<file path="config.mk">
export PLATFORM = sky130hd
export DESIGN_NAME = sstv_vis_gen
export DESIGN_NICKNAME = d
export VERILOG_FILES = /design/src/rtl/sstv_vis_gen.sv
export SDC_FILE = /design/constraint.sdc
export NUM_CORES = 1
export LEC_CHECK = 0
export ABC_CLOCK_PERIOD_IN_PS = 2700
export CAP_MARGIN = 20
export CORE_AREA = 2 2 114 116
export DETAILED_ROUTE_END_ITERATION = 12
export DIE_AREA = 0 0 116 118
export PLACE_DENSITY = 0.37
export SYNTH_ARGS = -nofsm -noshare
export SYNTH_HDL_FRONTEND = slang
export SYNTH_SLANG_ARGS = --single-unit
</file>
<file path="constraint.sdc">
create_clock -name clk -period 2.7 [get_ports clk]
set_input_delay 0.54 -clock clk [delete_from_list [all_inputs] [get_ports clk]]
set_output_delay 0.54 -clock clk [all_outputs]
set_load 0.02 [all_outputs]
</file>
<file path="src/rtl/sstv_vis_gen.sv">
// SSTV VIS header generator: start bit, 7 data bits LSB first, even parity, stop bit.
// Each bit holds one registered tone code on freq for T clocks.
module sstv_vis_gen #(
  parameter bit simulate = 1'b0
) (
  input  logic        clk,
  input  logic        reset_n,
  input  logic        start,
  input  logic [6:0]  vis_code,
  input  logic        abort,
  output logic [11:0] freq,
  output logic        busy,
  output logic        done
);

  localparam logic [31:0] T      = simulate ? 32'd3_000 : 32'd3_000_000;
  localparam logic [11:0] F_OFF  = 12'd0;
  localparam logic [11:0] F_ONE  = 12'd1100;
  localparam logic [11:0] F_SYNC = 12'd1200;
  localparam logic [11:0] F_ZERO = 12'd1300;

  typedef enum logic [3:0] {
    IDLE  = 4'b0001,
    START = 4'b0010,
    DATA  = 4'b0100,
    STOP  = 4'b1000
  } state_t;

  state_t      state_q, state_d;
  logic [11:0] freq_d;
  logic        busy_d, done_d;
  logic [3:0]  bit_cnt_q, bit_cnt_d;
  logic [31:0] dly_q, dly_d;
  logic [7:0]  shreg_q, shreg_d;
  logic        bit_end;

  function automatic logic [11:0] tone(input logic b);
    return b ? F_ONE : F_ZERO;
  endfunction

  function automatic logic parity7(input logic [6:0] c);
    return ^c;
  endfunction

  assign bit_end = (dly_q == T);

  always_ff @(posedge clk or negedge reset_n) begin
    if (!reset_n) begin
      state_q   <= IDLE;
      freq      <= F_OFF;
      busy      <= 1'b0;
      done      <= 1'b0;
      bit_cnt_q <= 4'd0;
      dly_q     <= 32'd1;
      shreg_q   <= 8'd0;
    end else begin
      state_q   <= state_d;
      freq      <= freq_d;
      busy      <= busy_d;
      done      <= done_d;
      bit_cnt_q <= bit_cnt_d;
      dly_q     <= dly_d;
      shreg_q   <= shreg_d;
    end
  end

  always_comb begin
    state_d   = state_q;
    freq_d    = freq;
    busy_d    = busy;
    done_d    = 1'b0;
    bit_cnt_d = bit_cnt_q;
    dly_d     = dly_q;
    shreg_d   = shreg_q;

    // Bit timer runs in every emitting state and wraps on each bit boundary
    if (state_q != IDLE) begin
      dly_d = bit_end ? 32'd1 : dly_q + 32'd1;
    end

    case (state_q)
      IDLE: begin
        freq_d = F_OFF;
        busy_d = 1'b0;
        if (start && !abort) begin
          shreg_d   = {parity7(vis_code), vis_code};
          bit_cnt_d = 4'd0;
          dly_d     = 32'd1;
          state_d   = START;
          freq_d    = F_SYNC;
          busy_d    = 1'b1;
        end
      end
      START: begin
        if (bit_end) begin
          state_d = DATA;
          freq_d  = tone(shreg_q[0]);
        end
      end
      DATA: begin
        if (bit_end) begin
          shreg_d   = {1'b0, shreg_q[7:1]};
          bit_cnt_d = bit_cnt_q + 4'd1;
          // Next tone is loaded together with the shift so it lands on the boundary
          if (bit_cnt_q == 4'd7) begin
            state_d = STOP;
            freq_d  = F_SYNC;
          end else begin
            freq_d  = tone(shreg_q[1]);
          end
        end
      end
      STOP: begin
        if (bit_end) begin
          state_d = IDLE;
          freq_d  = F_OFF;
          busy_d  = 1'b0;
          done_d  = 1'b1;
        end
      end
      default: begin
        state_d = IDLE;
        freq_d  = F_OFF;
        busy_d  = 1'b0;
      end
    endcase

    if (abort && (state_q != IDLE)) begin
      state_d = IDLE;
      freq_d  = F_OFF;
      busy_d  = 1'b0;
      done_d  = 1'b0;
      dly_d   = 32'd1;
    end
  end

endmodule

</file>
# Word level (Yosys, flattened, before mapping)
# Index checks and enable logic that the tools add are counted.
# word_totals
latch_bits,0
ram_bits,0
n_memories,0
rom_bits,0
output_inout_bits,14
inputBits,11
elab_cells,68
register_bits,62
# op_classes
reduce_logical,10
div_mod_pow,0
n_addsub,2
mul,0
bitwise,0
magnitude_cmp,0
n_shift,0
mux,34
n_eq_ne,15
# op_table
op,n
32-bit two-way mux,5
12-bit two-way mux,4
12-bit case mux with 4 select lines,1
32-bit by 1-bit adder with 32-bit output (second input constant),1
32-bit by 22-bit equality test with 1-bit output (second input constant),1
4-bit two-way mux,8
9-bit two-way mux,3
8-bit two-way mux,2
4-bit case mux with 4 select lines,1
8-bit case mux with 2 select lines,1
3-bit != test (second input constant),5
11-bit two-way mux,1
4-bit by 3-bit equality test with 1-bit output (second input constant),2
4-bit case mux with 2 select lines,1
7-bit parity,1
1-bit two-way mux,6
3-bit AND reduction,2
5-bit AND reduction,1
4-bit by 1-bit adder with 4-bit output (second input constant),1
4-bit by 1-bit equality test with 1-bit output (second input constant),1
4-bit by 2-bit equality test with 1-bit output (second input constant),1
4-bit equality test (second input constant),1
2-bit != test (second input constant),2
4-bit by 1-bit != test with 1-bit output (second input constant),1
other kinds (7),8

# Logic depth before layout (Yosys ltp)
# Gate-level depths: netlist of the first run.
# logic_depth
depth_word,6
ltp_mapped,9
depth_no_buf,7

# Worst setup path after synthesis of the first run
# No wires, ideal clock.
# synth_timing
path_type,input port to flip-flop
start,input abort
end,register freq[2]
setup_time_ns,0.125
stages,6
arrival_ns,2.024
slack_ns,0.551
n_path_buf,1
required_time_ns,2.575
path_cell_list,clkbuf_1 > or2_2 > a211oi_1 > nor2_1 > nor2_2 > mux2_2
# synth_via
elab_chain_len,3
elab_cells_between_ends,6
cone_classes,eq/ne: 3; mux: 1; reduce/logical: 2
# synth_rtl
item,line,text
start: declaration,10,"input logic abort,"
1-bit logical AND (*),128,if (abort && (state_q != IDLE)) begin
3-bit != test (no line),--,
3-bit AND reduction (no line),--,
end signal: assignment,58,freq <= freq_d;
end: declaration,11,"output logic [11:0] freq,"
# Mark *: on every way between the ends. The rest lies on a longest branch, timed or not.
# A chain may end at the register's enable or synchronous reset.

# Worst setup path after layout of the first run
# layout_timing
start,register dly_q[5]
end,register dly_q[16]
# layout_via
elab_chain_len,6
elab_cells_between_ends,7
cone_classes,add/sub: 1; eq/ne: 1; mux: 5
# layout_rtl
item,line,text
start: declaration,33,"logic [31:0] dly_q, dly_d;"
start signal: assignment,62,dly_q <= dly_d;
32-bit by 1-bit adder with 32-bit output or 32-bit by 22-bit equality test with 1-bit output (tied branches),"78, 45",
32-bit two-way mux (*),78,dly_d = bit_end ? 32'd1 : dly_q + 32'd1;
32-bit two-way mux (*),77,if (state_q != IDLE) begin
32-bit two-way mux,85,if (start && !abort) begin
32-bit two-way mux (*),81,case (state_q)
32-bit two-way mux (*),128,
named net dly_d[16],33,
# The timed path passes the listed nets; every way through them passes the cells marked *.

==> results.md, run 1 <==
Final layout:
- The count of inserted antenna diode cells is 0.
- For this run, the post-layout net count is 359.
- From synthesis to final layout, the design area changed by 19.1%.
- The most common cell after layout, fill and taps aside is sky130_fd_sc_hd__dfrtp_1.
- In the layout the commonest cells are sky130_fd_sc_hd__dfrtp_1, sky130_fd_sc_hd__nor2_1, sky130_fd_sc_hd__xor2_1, sky130_fd_sc_hd__nand2_1, sky130_fd_sc_hd__clkdlybuf4s50_1.
- The fraction of final layout cells sized beyond drive strength 1 is 10.4%.

Floorplanning:
- The die extent in x is 116 um.
- The floorplan die area is 13700 um^2.
- The core area is 12400 um^2.
- The initial utilization of the core area, before any placement, comes to 24.8%.
- The floorplan has 41 rows.
- In this run the vertical extent of the chip is 118 um.
- 25 I/O pins were placed.

STA:
- Timing would allow up to 0.416 GHz.
- The count of final hold-check violations is 0.
- The actual slew at the worst max-slew pin is 0.511 ns.
- The summed negative setup slack over all endpoints is 0 ns.
- Setup repair after global routing left no endpoint under its margin.
- The clock skew is 0.00478 ns.
- The max-slew violation count is 0.
- Counting I/O delays and the setup requirement, the final critical path takes 2.40 ns.
- In this run the tightest slew margin relative to its limit is 65.5%.
- The total setup violations reported at the end of the flow is 0.
- The ratio of final minimum period to clock period is 89.0%.

Synth:
- The post-synthesis sequential element count is 56.
- The average cell area after synthesis is 9.50 um^2.
- The proportion of netlist area held by the largest area contributor is 43.9%.
- The async set-or-reset flop fraction in the synthesized netlist is 100%.
- The biggest area consumer among synthesized cells is sky130_fd_sc_hd__dfrtp_1.
- The post-synthesis cell type count is 49.
- The post-synth design cell area is 3080 um^2.
- The most used flip-flop cell after synthesis is sky130_fd_sc_hd__dfrtp_1.
- For this run, the number of Yosys warnings is 0.
- The gate count after technology mapping is 324.
- The part of the Yosys area used for sequential elements is 45.6%.
- Yosys attributes the largest share of cell area to sky130_fd_sc_hd__dfrtp_1, sky130_fd_sc_hd__xor2_1, sky130_fd_sc_hd__nor2_1.
- The count of flip-flops with a built-in enable after synthesis is 0.

Clocking:
- Clock-pin slew was measured on the worst setup and hold paths at 0.07 ns.
- The cts-stage hold buffer count is 0.
- TritonCTS built the clock tree.
- The clock reaches the later pin of the worst-skew pair after 0.30 ns.
- Counting every sink on the clock net gives 56.
- The post-CTS setup-driven buffer insertion count is 0.
- In this run the deepest clock path goes through 2 buffers.
- The number of buffers created by CTS is 5.
- The tree is rooted in a sky130_fd_sc_hd__clkbuf_16.
- The number of gates resized after CTS was 0.
- The depth of the CTS H-tree is 2.

Global routing:
- The number of antenna violations at the first check in global routing was 0.
- The global-route congestion overflow total is 0.
- The via count of the first global-routing pass came to 2441.
- The global-route wire length before repair is 13.1 mm.
- Entering global routing, the biggest net connects 31 pins.
- The global router's overall resource usage is 12.0%.

Route:
- The count of routing violations after the opening detailed-route iteration is 133.
- In the final routed layout, each cell accounts on average for 14.4 um.
- The remaining design rule violation count is 0.
- The length of the first detailed-routing pass in iterations is 4.
- The detail-routed via count per cell is 4.53.
- Across all layers, the routed design uses 2346 vias.
- Once detail routing completed, the nets flagged for antenna violations numbered 0.
- Wires add up to 7.47 mm.

Power:
- Per report_power, the clock group accounts for 32.0% of the total.
- The portion of total power attributed to sequential cells is 42.7%.
- The combinational power share is 25.3%.
- The power density over cell area is 678 nW/um^2.
- The internal portion of the total power is 1.72 mW.
- Of the total power, the share spent switching nets is 31.0%.
- Across the VDD grid, the largest voltage drop is 235 uV.
- The leakage power total is 1.48 nW.
- The design draws 2.49 mW.
- The net load switching power is 0.771 mW.

Placement:
- The placed wire-length estimate after detailed placement is 5.23 mm.
- The total of buffers placed on input and output ports is 20.
- Routability-driven placement finished with a final weighted congestion of 0.763.

Job:
- Max-cap violations in this run came to 0.

Worst setup path:
- Data on the critical path is required at its endpoint by 2.88 ns.
- The type of destination of the critical path is a flip-flop.
- STA classifies the critical path startpoint as a flip-flop.
- In this design, the largest share of critical-path delay is due to simple AND/OR/NAND/NOR gates.
- Data arrives at the worst endpoint at 2.59 ns.
- By startpoint and endpoint, the worst setup path is classified as flip-flop to flip-flop.
- In this run the worst path has a maximum fanout of 30.
- The standard cell with the maximum stage delay on the critical path is sky130_fd_sc_hd__or4_1.
- The largest incremental delay on the critical path is 0.71 ns.
- Traced cell by cell, the critical path runs through nor4bb_1 -> nand4_1 -> or4_1 -> a21oi_2 -> buf_12 -> nor2_1.
- The number of buffer and inverter instances along the worst setup path is 1.

Outcome:
- The run finished with clean final reports.

Hold path:
- The class of the worst hold path is input port to async pin.
[final timing paths]
check / slack (ns) / start / endpoint / depth (start not counted)
setup / recovery: 0.30 / dly_q[5] / dly_q[16] / 6
hold / removal: 0.19 / reset_n / shreg_q[3] / 1
setup reg to reg: 0.30 / dly_q[5] / dly_q[16] / 6
hold reg to reg: 0.49 / shreg_q[3] / shreg_q[3] / 1
max in group asynchronous: 1.78 / reset_n / dly_q[0] / 2
min in group clk: 0.49 / shreg_q[3] / shreg_q[3] / 1
[synthesized netlist by cell type (all sizes together) (2+ instances only)]
library cell	count
or4b	3
o22ai	2
nor2b	3
buf	17
nor3	7
ha	3
nand4	16
o22a	7
nand2	21
nor4b	5
nor4	10
mux2i	5
a21oi	9
dfstp	2
xnor2	11
inv	8
or4	2
xor2	23
and3	7
nand2b	2
dfrtp	54
clkbuf	6
a211oi	2
and2	7
mux2	2
nor2	42
nand3	14
o21ai	11
o21a	7
or3	5
[area by class of cell]
class,count,area (um^2)
fill,1357,8750
multi-input combinational,240,1520
sequential,56,1400
timing repair buffer,34,313
tap,172,215
clock buffer,7,153
clock inverter,1,30.0
inverter,8,30.0
[power groups by stage]
| stage | clock (mW) | sequential (mW) | combinational, mW |
|---|---|---|---|
| after floorplan | 0 | 1.06 | 0.442 |
| after global placement | 0 | 1.08 | 0.645 |
| after detailed placement | 0 | 1.08 | 0.640 |
| after CTS | 0.827 | 1.06 | 0.643 |
| after global routing | 0.858 | 1.08 | 0.703 |
| final | 0.796 | 1.06 | 0.630 |
[cell families after synthesis]
kind of cell | share of synthesized area (%)
and+or+nand+nor | 25.8
other | 0.122
DFF | 45.6
buffers and inverters | 5.49
adders and majority gates | 1.22
xor gates and xnor gates | 9.67
muxes | 2.36
AOI/OAI and AO/OA | 9.76
[metrics by stage]
stage / instances / hold slack, ns / setup slack (ns) / instance area [um^2] / util [%]
6_report: 518 / 0.188 / 0.297 / 3670 / 29.5
5_1_grt: 518 / 0.217 / 0.0791 / 3670 / 29.5
4_1_cts: 518 / 0.199 / 0.288 / 3670 / 29.5
3_5_place_dp: 510 / 0.481 / 0.249 / 3480 / 28.1
3_3_place_gp: 510 / 0.480 / 0.243 / 3480 / 28.1
2_1_floorplan: 327 / 0.244 / 0.551 / 3090 / -
[worst reg2reg max path: stages, from the launching register on]
cell	delay (ns)
sky130_fd_sc_hd__dfrtp_1	0.47
sky130_fd_sc_hd__nor4bb_1	0.44
sky130_fd_sc_hd__nand4_1	0.13
sky130_fd_sc_hd__or4_1	0.71
sky130_fd_sc_hd__a21oi_2	0.25
sky130_fd_sc_hd__buf_12	0.20
sky130_fd_sc_hd__nor2_1	0.09
[flip-flops by register name (all words and copies together) (netlist names)]
signal and flops:
state_q 4, busy 1, freq 6, bit_cnt_q 4
done 1, dly_q 32, shreg_q 8
[per-layer routing]
metal | track usage [%] | part of all wire (%) | vias to the layer above | routed length, um
li1 | - | - | 1176 | -
met1 | 16.5 | 50 | 1131 | 3730
met2 | 18.8 | 45 | 30 | 3400
met3 | 2.21 | 2.9 | 9 | 214
met4 | 3.87 | 1.7 | 0 | 127
met5 | 0 | 0 | - | 0
No activity file was read; power rests on OpenSTA's default activity.
==> run 2, diff against run 1 <==
CELL_PAD_IN_SITES_DETAIL_PLACEMENT = 0   (was not set)
CELL_PAD_IN_SITES_GLOBAL_PLACEMENT = 1   (was not set)
PLACE_DENSITY = 0.47   (was 0.37)
SKIP_CTS_REPAIR_TIMING = 1   (was not set)
==> results.md, run 2 (synthesis gave the netlist of run 1 again) <==
Worst setup path:
- The largest incremental delay on the critical path is 0.70 ns (was 0.71 ns).
- The kind of start point of the critical path is a flip-flop (unchanged).
- The worst setup path startpoint is dly_q[1] (was dly_q[5]).
- The number of buffer and inverter instances along the worst setup path is 2 (was 1).
- The kind of critical path was flip-flop to flip-flop (unchanged).
- The largest fanout on the critical path is 9 (was 30).
- The type of destination of the critical path is a flip-flop (unchanged).
- The launch point of the worst reg-to-reg path is dly_q[1] (was dly_q[5]).
- Cells along the critical path: inv_1 -> ha_1 -> nor4b_1 -> nand4_1 -> or4_1 -> buf_4 -> o22a_1 -> o21a_1 (was nor4bb_1 -> nand4_1 -> or4_1 -> a21oi_2 -> buf_12 -> nor2_1).
- The arrival time of the worst setup path is 2.57 ns (was 2.59 ns).
- The standard cell with the maximum stage delay on the critical path is sky130_fd_sc_hd__or4_1 (unchanged).
- The cell class contributing the biggest share of worst-path delay is simple AND/OR/NAND/NOR gates (unchanged).
- The data required time at the worst endpoint is 2.90 ns (was 2.88 ns).

STA:
- The count of final hold-check violations was 0 (unchanged).
- The ratio of final minimum period to clock period is 87.8% (was 89.0%).
- The total setup violations reported at the end of the flow is 0 (unchanged).
- The final critical path time including I/O delays and setup is 2.37 ns (was 2.40 ns).
- The max-slew violation count was 0 (unchanged).
- The setup slack after layout was 0.330 ns (was 0.297 ns).
- The relative slew slack came to 52.1% (was 65.5%).
- The actual slew at the worst max-slew pin is 0.708 ns (was 0.511 ns).
- The clock skew was 0.00656 ns (was 0.00478 ns).
- Unrepaired setup endpoints after global routing: false (unchanged).
- The summed negative setup slack over all endpoints was 0 ns (unchanged).
- The highest achievable clock rate came to 0.422 GHz (was 0.416 GHz).

Placement:
- The total of buffers placed on input and output ports is 20 (unchanged).
- The placed instance count is 512 (was 510).
- The pre-CTS setup slack is 0.156 ns (was 0.249 ns).
- The placed wire-length estimate after detailed placement is 5.43 mm (was 5.23 mm).
- The global placer's final weighted congestion is 0.756 (was 0.763).

Floorplanning:
- The die extent in x came to 116 um (unchanged).
- The core area was 12400 um^2 (unchanged).
- The row count is 41 (unchanged).
- The number of top-level design ports is 25 (unchanged).
- The floorplan die area is 13700 um^2 (unchanged).
- The die span in y is 118 um (unchanged).
- The starting density of the core is 24.8% (unchanged).

Power:
- The maximum VDD drop came to 273 uV (was 235 uV).
- The leakage power total came to 1.47 nW (was 1.48 nW).
- The power density over cell area was 654 nW/um^2 (was 678 nW/um^2).

Hold path:
- The class of the worst hold path is input port to async pin (unchanged).

Global routing:
- The global-route wire length before repair is 13.0 mm (was 13.1 mm).
- The number of antenna violations at the first check in global routing is 0 (unchanged).
- The global-route congestion overflow total is 0 (unchanged).
- The via count of the first global-routing pass is 2505 (was 2441).
- The global router's overall resource usage is 11.9% (was 12.0%).
- The maximum number of pins on one net before global-route repair was 54 (was 31).

Route:
- The remaining design rule violation count is 0 (unchanged).
- The length of the first detailed-routing pass in iterations was 4 (unchanged).
- The count of routing violations after the opening detailed-route iteration was 154 (was 133).
- The count of antenna-violating nets left after detailed routing is 0 (unchanged).
- The routed via count is 2375 (was 2346).
- The wire length after detailed routing is 7.59 mm (was 7.47 mm).
- The routed length per instance is 14.6 um (was 14.4 um).
- The detail-routed via count per cell came to 4.57 (was 4.53).

Clocking:
- The source-to-sink clock delay at the later pin of the worst-skew pair is 0.30 ns (about the same).
- The number of buffers created by CTS was 5 (unchanged).
- The depth of the CTS H-tree is 2 (unchanged).
- The clock sink count came to 56 (unchanged).
- The maximum clock path buffer count is 2 (unchanged).
- The CTS tree is done (unchanged).
- The clock root buffer is sky130_fd_sc_hd__clkbuf_16 (unchanged).
- The clock-pin transition on the worst setup and hold timing paths was 0.08 ns (was 0.07 ns).

Outcome:
- Run status: finished clean (unchanged).

Final layout:
- The count of inserted antenna diode cells was 0 (unchanged).
- The final instance count without filler cells is 520 (was 518).
- The number of nets at the end of the flow came to 361 (was 359).
- The synthesis-to-finish area growth is 18.5% (was 19.1%).
- The flip-flop count of the largest register, all copies and words added is 32 (unchanged).
- The most common cell after layout, fill and taps aside is sky130_fd_sc_hd__dfrtp_1 (unchanged).
- Most frequent cells in the layout: sky130_fd_sc_hd__dfrtp_1, sky130_fd_sc_hd__nor2_1, sky130_fd_sc_hd__xor2_1, sky130_fd_sc_hd__nand2_1, sky130_fd_sc_hd__clkdlybuf4s50_1 (unchanged).
- The fraction of final layout cells sized beyond drive strength 1 is 10.9% (was 10.4%).
- The register with the highest flop count is dly_q (unchanged).
- The utilization of the core after routing is 29.4% (was 29.5%).
- Largest registers: dly_q (32), shreg_q (8), freq (6) (unchanged).

Job:
- The count of maximum capacitance violations is 0 (unchanged).
-- run 2: final timing paths --
path,slack (ns),cells past startpoint,to
max reg2reg,0.33,8,shreg_q[6]
max in group asynchronous,1.78,2,dly_q[1]
max,0.33,8,shreg_q[6]
min reg2reg,0.49,1,shreg_q[5]
min,0.03,1,shreg_q[4]
min in group clk,0.49,1,shreg_q[5]
-- run 2: where the power goes --
part	internal (mW)	switching (mW)	leakage, nW
Combinational	0.286	0.378	0.652
Clock	0.349	0.325	0.0742
Sequential	0.954	0.0929	0.748
-- run 2: per-stage QoR --
step           instance area [um^2]  hold WS, ns  total power [mW]
2_1_floorplan                  3090        0.244              1.50
3_3_place_gp                   3500        0.345              1.74
3_5_place_dp                   3500        0.345              1.74
4_1_cts                        3650       0.0131              2.44
5_1_grt                        3650       0.0167              2.54
6_report                       3650       0.0268              2.38
-- run 2: layer usage --
metal / vias to the layer above / routed length [um] / GRT usage [%]
met5: - / 0 / 0
met4: 0 / 84 / 2.90
met3: 6 / 166 / 2.27
met2: 24 / 3660 / 19.8
met1: 1170 / 3670 / 16.0
li1: 1175 / - / -
-- run 2: layout make-up --
cell class              count  area (um^2)
clock inverters             3         22.5
clock buffers               5          125
fillers                  1357         8770
flip-flops and latches     56         1400
well taps                 172          215
multi-input cells         240         1520
inverters                   8         30.0
repair buffers             36          328
